===== src/rtl/flit_pkg.sv =====
// Shared flit definitions: type encoding, type-field geometry, framing states.
// Latency: none (types and constants only).
// Backpressure: not applicable.
package flit_pkg;

    // Width of the type field at the top of every flit.
    localparam int FLIT_TYPE_W = 2;

    // Default link flit width (type field plus 32-bit payload).
    localparam int FLIT_WIDTH_DEFAULT = 34;

    // Flit type encoding carried in the top FLIT_TYPE_W bits.
    typedef enum logic [FLIT_TYPE_W-1:0] {
        HEAD_TAIL = 2'b00,
        HEAD      = 2'b01,
        BODY      = 2'b10,
        TAIL      = 2'b11
    } flit_type_t;

    // Packet framing tracker: outside a packet, or between HEAD and TAIL.
    typedef enum logic {
        FRAME_IDLE   = 1'b0,
        FRAME_IN_PKT = 1'b1
    } frame_state_t;

    // MSB index of the type field for a given flit width.
    function automatic int type_msb(input int flit_width);
        return flit_width - 1;
    endfunction

endpackage


===== src/rtl/flit_credit_tx_credit_counter.sv =====
// Remote-buffer credit counter: decrement per sent flit, increment per returned credit.
// Latency: count and overflow flag are registered, visible the cycle after dec/inc.
// Backpressure: none; zero_o tells the sender to stop, surplus credits raise ovf_o.
module credit_counter #(
    parameter int CREDITS = 2
) (
    input  logic                     clk,
    input  logic                     arst_n,
    input  logic                     dec_i,
    input  logic                     inc_i,
    output logic [$clog2(CREDITS):0] cnt_o,
    output logic                     zero_o,
    output logic                     ovf_o
);

    localparam int              CW      = $clog2(CREDITS) + 1;
    localparam logic [CW-1:0]   CNT_MAX = CW'(CREDITS);

    logic [CW-1:0] cnt_q;
    logic [CW-1:0] cnt_d;
    logic          ovf_q;
    logic          ovf_d;

    // Next count: dec and inc together cancel; a credit beyond the maximum is
    // discarded and flagged instead of wrapping the count.
    always_comb begin
        cnt_d = cnt_q;
        ovf_d = 1'b0;
        if (inc_i && !dec_i) begin
            if (cnt_q == CNT_MAX) begin
                ovf_d = 1'b1;
            end else begin
                cnt_d = cnt_q + CW'(1);
            end
        end else if (dec_i && !inc_i && (cnt_q != '0)) begin
            cnt_d = cnt_q - CW'(1);
        end
    end

    // Count and overflow pulse registers; reset refills to the full remote depth.
    always_ff @(posedge clk) begin
        if (!arst_n) begin
            cnt_q <= CNT_MAX;
            ovf_q <= 1'b0;
        end else begin
            cnt_q <= cnt_d;
            ovf_q <= ovf_d;
        end
    end

    assign cnt_o  = cnt_q;
    assign zero_o = (cnt_q == '0);
    assign ovf_o  = ovf_q;

endmodule


===== src/rtl/flit_credit_tx.sv =====
// Drains the router output fifo onto a credit-based link, checking packet framing.
// Latency: 1 cycle from fifo pop to flit_valid_o; 1 flit/cycle while credits remain.
// Backpressure: pops only when fifo non-empty and credits > 0; credit_i frees a slot next cycle.
module flit_credit_tx
    import flit_pkg::*;
#(
    parameter int FLIT_WIDTH = FLIT_WIDTH_DEFAULT,
    parameter int CREDITS    = 2
) (
    input  logic                     clk,
    input  logic                     arst_n,
    input  logic [FLIT_WIDTH-1:0]    fifo_data_i,
    input  logic                     fifo_empty_i,
    output logic                     fifo_read_o,
    output logic [FLIT_WIDTH-1:0]    flit_o,
    output logic                     flit_valid_o,
    input  logic                     credit_i,
    output logic [$clog2(CREDITS):0] credits_o,
    output logic                     proto_err_o,
    output logic                     credit_err_o
);

    localparam int TYPE_MSB = type_msb(FLIT_WIDTH);

    logic                  fire;
    logic                  credits_zero;
    flit_type_t            head_type;
    frame_state_t          state_q;
    frame_state_t          state_d;
    logic                  frame_err;
    logic [FLIT_WIDTH-1:0] flit_q;
    logic                  flit_vld_q;
    logic                  proto_err_q;

    // Credits are tracked from registered state only, so a returning credit
    // never reaches fifo_read_o combinationally.
    credit_counter #(
        .CREDITS (CREDITS)
    ) u_credit_counter (
        .clk    (clk),
        .arst_n (arst_n),
        .dec_i  (fire),
        .inc_i  (credit_i),
        .cnt_o  (credits_o),
        .zero_o (credits_zero),
        .ovf_o  (credit_err_o)
    );

    assign fire        = arst_n && !fifo_empty_i && !credits_zero;
    assign fifo_read_o = fire;
    assign head_type   = flit_type_t'(fifo_data_i[TYPE_MSB -: FLIT_TYPE_W]);

    // Framing state register; only popped flits advance it.
    always_ff @(posedge clk) begin
        if (!arst_n) begin
            state_q <= FRAME_IDLE;
        end else begin
            state_q <= state_d;
        end
    end

    // Framing next-state and violation detect; an out-of-place HEAD/HEAD_TAIL
    // restarts a packet rather than being dropped.
    always_comb begin
        state_d   = state_q;
        frame_err = 1'b0;
        if (fire) begin
            case (state_q)
                FRAME_IDLE: begin
                    case (head_type)
                        HEAD:      state_d = FRAME_IN_PKT;
                        HEAD_TAIL: state_d = FRAME_IDLE;
                        default: begin
                            state_d   = FRAME_IDLE;
                            frame_err = 1'b1;
                        end
                    endcase
                end
                default: begin
                    case (head_type)
                        BODY:      state_d = FRAME_IN_PKT;
                        TAIL:      state_d = FRAME_IDLE;
                        HEAD: begin
                            state_d   = FRAME_IN_PKT;
                            frame_err = 1'b1;
                        end
                        default: begin
                            state_d   = FRAME_IDLE;
                            frame_err = 1'b1;
                        end
                    endcase
                end
            endcase
        end
    end

    // Link output register: capture the popped flit, pulse valid, align the
    // framing error with the offending flit; flit_o holds when idle.
    always_ff @(posedge clk) begin
        if (!arst_n) begin
            flit_q      <= '0;
            flit_vld_q  <= 1'b0;
            proto_err_q <= 1'b0;
        end else begin
            flit_vld_q  <= fire;
            proto_err_q <= frame_err;
            if (fire) begin
                flit_q <= fifo_data_i;
            end
        end
    end

    assign flit_o       = flit_q;
    assign flit_valid_o = flit_vld_q;
    assign proto_err_o  = proto_err_q;

endmodule


===== config.mk =====
export PLATFORM = sky130hd
export DESIGN_NAME = flit_credit_tx
export DESIGN_NICKNAME = d
export VERILOG_FILES = /design/src/rtl/flit_pkg.sv /design/src/rtl/flit_credit_tx_credit_counter.sv /design/src/rtl/flit_credit_tx.sv
export SDC_FILE = /design/constraint.sdc
export NUM_CORES = 1
export LEC_CHECK = 0
export CORE_MARGIN = 8
export CORE_UTILIZATION = 30
export CTS_BUF_LIST = sky130_fd_sc_hd__clkbuf_4
export CTS_CLUSTER_SIZE = 12
export DETAILED_ROUTE_END_ITERATION = 8
export GPL_ROUTABILITY_DRIVEN = 1
export SETUP_SLACK_MARGIN = 0.3
export SLEW_MARGIN = 15
export SYNTH_ARGS = -nofsm -noshare
export SYNTH_HDL_FRONTEND = slang
export SYNTH_SLANG_ARGS = --single-unit

===== constraint.sdc =====
create_clock -name clk -period 1.1 [get_ports clk]
set_input_delay 0.11 -clock clk [delete_from_list [all_inputs] [get_ports clk]]
set_output_delay 0.11 -clock clk [all_outputs]
set_load 0.01 [all_outputs]

==> results.yml, run 1 <==
worst_setup_path:
  cp.arrival_ns: 1.08
  r2r_slack_ns: -0.07
  critPathLaunchType: "register"
  crit_fanout: 2
  criticalPathCategory: "register to output pin"
  required_ns: 0.99
  cp-end-kind: "output pin"
  rr_worst_depth: 6
logic_synthesis:
  synth.top_cell.area_share: 0.463
  synth_nets: 230
  synth_cell_types: 26
  syn_area_per_cell_sq_um: 9.19
  ys_top_cells_by_count: "dfxtp_1, inv_1, o211ai_1"
  synth_enable_flop_cells: 0
  synthFlopType: "dfxtp_1"
  ys_top_cells_by_area: "dfxtp_1, o211ai_1, inv_1"
  synthArstFlopShare: 0
  ys_ff_latch: 40
  post-synth-top-count-cell: "dfxtp_1"
  synth_cells: 188
  synth-seq-area-share: 0.463
  synth.largest_area_cell: "dfxtp_1"
  synth_warnings: 0
  syn_area_sq_um: 1730
pwr:
  total_leakage_power_nw: 1.34
  powerDensity_nw_per_um2: 1160
  peakVddDrop_uv: 588
cells_and_area:
  drive_gt1_frac: 0.458
  num_antenna_cells: 0
  final_cells: 356
  nets: 326
  areaGrowthSynthToFinish_pct: 72.9
  final_core_util: 0.539
detailed_routing:
  wl_microns: 5360
  firstDrtPassIters: 4
  drt_iter0_markers: 96
  num_vias: 1654
  wl_per_cell_microns: 15.1
  antenna_left: 0
  drcViolationCount: 0
  avgViaCountPerCell: 4.65
die:
  fp-row-count: 27
  ioPinCount: 78
  dieArea_sq_um: 8440
  die_x_microns: 91.9
  start_util: 0.312
  core_area_sq_um: 5540
  die_y_microns: 91.9
global_route:
  grt_max_degree: 21
  grt_pass1_wl_microns: 8770
  grt_util_all_layers: 0.129
  overflow: 0
  antenna_found_initial: 0
  grt_pass1_vias: 1731
placed_design:
  dp_hpwl_microns: 3360
  place_ws_ns: -0.374
  gp_congestion: 0.741
  placedCellCount: 336
  numPortBuffers: 77
timing:
  finalCriticalPeriod_ns: 1.19
  slew_headroom: 0.813
  setup_ws_ns: -0.0860
  finalHoldViolations: 0
  tightest_slew_ns: 0.280
  setup_viol: 37
  finalMaxSlewViolations: 0
  rsz0062_at_grt: "yes"
  fmax_mhz: 843
  skew_ns: 0.00620
  tns_ns: -1.32
  fin_crit_sh: 1.08
clock_tree:
  cts_tree: "built"
  clk_pin_slew_ns: 0.12
  cts_buffer_depth: 2
  clock_sinks: 40
  clkLatencyLatePin_ns: 0.34
  cts-root-buf: "clkbuf_4"
  htree_levels: 2
  numCtsBuffers: 5
min_path:
  whs_path_depth: 4
  worstHoldPathType: "primary input to register"
outcome:
  status: "complete, but fails checks"
  violations: "setup timing"
run:
  drv_cap: 0
==> cells by family after synthesis <==
kind of cell	share of synthesized area
and+or+nand+nor	0.0413
DFF	0.463
AOI/OAI and AO/OA	0.312
buffers and inverters	0.149
xor gates and xnor gates	0.00507
adders and majority gates	0.0290
==> routing by layer <==
layer	GRT usage	vias to the layer above	wire, microns
met5	0	-	0
met4	0.0362	0	46
met3	0.0505	5	355
met2	0.206	45	2540
met1	0.157	768	2410
li1	-	836	-
==> flip-flops by register name, indices dropped and copies added, names as in the netlist <==
signal                  flops
u_credit_counter.ovf_o      1
flit_valid_o                1
u_credit_counter.cnt_o      2
state_q                     1
flit_o                     34
proto_err_o                 1
==> report_power, final <==
group	switching [W]	internal, W	leakage [nW]	total [W]
clock	0.000472	0.000261	0.0315	0.000733
combinational	0.000445	0.000619	0.969	0.00106
sequential	0.0000891	0.00159	0.344	0.00168
total	0.00101	0.00247	1.34	0.00348
==> timing repair <==
item | CTS | global route
setup endpoints to repair | 80 | 80
pin swaps | 5 | 3
gates resized for setup | 256 | 14
endpoints found under the hold margin | 0 | 0
setup buffers | 10 | 0
gates cloned | 3 | 0
hold buffers | 0 | 0
==> cells in the final DEF (no fill, tap or decap), types with 3 or more instances in the layout <==
cell              n
o21ai_2          10
clkdlybuf4s50_1  34
ha_1              4
a21oi_1           4
buf_6            46
buf_8             3
o211ai_1         34
buf_4            11
inv_1            36
dfxtp_2          36
buf_12            4
clkbuf_4          6
dlygate4sd2_1     3
nor2_1            4
o21ai_1          22
==> final cells by class <==
cell class / instances / area, sq um
Tap cell: 72 / 90.1
Sequential cell: 40 / 853
Clock inverter: 1 / 5.00
Fill cell: 556 / 2550
Timing Repair Buffer: 104 / 1160
Clock buffer: 6 / 45.0
Multi-Input combinational cell: 94 / 688
Inverter: 39 / 149
==> worst max-delay path, cell delays in order, from the launching register on <==
cell and delay [ns]:
dfxtp_4 0.38, o211ai_4 0.21, inv_4 0.04, buf_6 0.12
==> through the flow <==
stage	area, sq um	hold WS [ns]	power [W]
floorplan	1750	0.245	0.00205
global placement	2600	0.484	0.00250
detailed placement	2600	0.490	0.00251
CTS	2950	0.273	0.00347
global route	2990	0.267	0.00367
finish	2990	0.287	0.00348
==> worst paths after layout <==
check	to	startpoint
worst max-delay path	fifo_read_o	u_credit_counter.cnt_o[1]
worst min-delay path	flit_o[32]	fifo_data_i[32]
worst max register to register	state_q	u_credit_counter.cnt_o[1]
worst min register to register	flit_o[25]	flit_o[25]
(Power assumes the default switching activity.)
==> inputs of run 2 (changes only) <==
Settings changed: SKIP_CTS_REPAIR_TIMING set to 1.
==> run 2 against run 1 <==
Effect of this change: the run still ends with setup timing left; power is 2.9% lower; die area stayed put; via count is 0.60% higher; core utilization is 1.3 points lower; register-to-register slack worse by 0.03 ns; sequential cell count stayed put; combinational power is 7% lower; global-route usage is 1.6 points lower.
==> results.yml, run 2 (synthesis gave the netlist of run 1 again) <==
timing:
  slew_headroom: 0.750
  finalMaxSlewViolations: 0
  fin_crit_sh: 1.09
  fmax_mhz: 834
  skew_ns: 0.00616
  setup_ws_ns: -0.0993
  tightest_slew_ns: 0.374
  setup_viol: 39
  finalCriticalPeriod_ns: 1.20
  rsz0062_at_grt: "yes"
  finalHoldViolations: 0
  whs_ns: 0.298
placed_design:
  dp_hpwl_microns: 3360
  placedCellCount: 336
  gp_congestion: 0.741
  numPortBuffers: 77
  place_ws_ns: -0.374
die:
  fp-row-count: 27
  die_x_microns: 91.9
  start_util: 0.312
  ioPinCount: 78
  core_area_sq_um: 5540
  dieArea_sq_um: 8440
  die_y_microns: 91.9
worst_setup_path:
  cp_num_buf_inv: 1
  required_ns: 1.32
  cp.arrival_ns: 1.42
  cp-end-kind: "register"
  critical_path.top_delay_family: "flip-flops"
  criticalPathCategory: "register to register"
  cp_slowest_cell: "dfxtp_4"
  crit_fanout: 36
  critPathLaunchType: "register"
  crit_chain: "o211ai_4 > clkbuf_8 > o21ai_0"
  max_stage_delay_ns: 0.38
  path_depth: 3
  rr_worst_depth: 3
pwr:
  switchingPower_w: 0.000970
  peakVddDrop_uv: 574
  total_leakage_power_nw: 1.32
  switching_share: 0.287
  powerDensity_nw_per_um2: 1160
  internal_power_w: 0.00241
  comb_power_share: 0.291
  power_w: 0.00338
  seqPwrFrac: 0.497
  pwr-share-clk: 0.213
detailed_routing:
  wl_microns: 5230
  drt_iter0_markers: 72
  num_vias: 1664
  firstDrtPassIters: 4
  avgViaCountPerCell: 4.70
  wl_per_cell_microns: 14.8
  antenna_left: 0
  drcViolationCount: 0
clock_tree:
  clk_pin_slew_ns: 0.11
  htree_levels: 2
  numCtsBuffers: 5
  clock_sinks: 40
  cts_tree: "built"
  cts-root-buf: "clkbuf_4"
  cts_buffer_depth: 2
  clkLatencyLatePin_ns: 0.34
min_path:
  worstHoldPathType: "primary input to register"
  whs_path_depth: 3
cells_and_area:
  nets: 324
  final_cells: 354
  num_antenna_cells: 0
  mostFrequentLayoutCell: "buf_6"
  final_cell_mix: "buf_6, inv_1, dfxtp_2, clkdlybuf4s50_1, o211ai_1"
  areaGrowthSynthToFinish_pct: 68.6
  largest_reg_flops: 34
  drive_gt1_frac: 0.447
global_route:
  grt_pass1_vias: 1617
  antenna_found_initial: 0
  grt_util_all_layers: 0.113
  overflow: 0
  grt_pass1_wl_microns: 7850
  grt_max_degree: 40
outcome:
  violations: "setup timing"
  status: "complete, but fails checks"
run:
  drv_cap: 0
==> run 2: cell types whose count changed in the layout (fill, tap and decap cells not counted), moves of 3 or more <==
cell / delta
buf_4: +6
buf_6: -8
buf_8: -3
dlygate4sd2_1: -3
o21ai_0: +5
o21ai_1: -5
==> run 2: layout make-up <==
type	count	area [sq um]
Timing Repair Buffer	102	1080
Clock inverter	1	5.00
Sequential cell	40	852
Multi-Input combinational cell	94	688
Tap cell	72	90.1
Fill cell	550	2630
Inverter	39	149
Clock buffer	6	45.0
==> run 2: final timing paths <==
| check | start | endpoint | slack, ns |
|---|---|---|---|
| setup / recovery | u_credit_counter.cnt_o[0] | flit_o[30] | -0.1 |
| hold reg to reg | flit_o[25] | flit_o[25] | 0.51 |
| hold / removal | fifo_data_i[6] | flit_o[6] | 0.30 |
| setup reg to reg | u_credit_counter.cnt_o[0] | flit_o[30] | -0.1 |
==> run 2: worst reg2reg max path, delay by kind of cell (launching register included) <==
kind            cells  cell delay [ns]
flops               1             0.38
compound gates      2             0.38
buf+inv             1             0.34
==> run 2: metal layers <==
metal	vias up	track usage	part of all wire
li1	831	-	-
met1	779	0.130	0.44
met2	49	0.182	0.47
met3	5	0.0522	0.074
met4	0	0.0362	0.0084
met5	-	0	0
==> run 2: per-stage QoR <==
step / util / instance area, sq um / setup TNS, ns
finish: 0.526 / 2910 / -2.12
global route: 0.526 / 2910 / -3.87
CTS: 0.479 / 2650 / -16.20
detailed placement: 0.470 / 2600 / -13.51
global placement: 0.470 / 2600 / -13.26
floorplan: - / 1750 / -0.0836
==> run 2: power by group through the flow <==
stage | sequential [W] | clock (W) | combinational, W
5_1_grt | 0.00169 | 0.000821 | 0.00107
2_1_floorplan | 0.00171 | 0 | 0.000341
6_report | 0.00168 | 0.000718 | 0.000981
3_5_place_dp | 0.00167 | 0 | 0.000838
3_3_place_gp | 0.00167 | 0 | 0.000837
4_1_cts | 0.00163 | 0.000755 | 0.000842
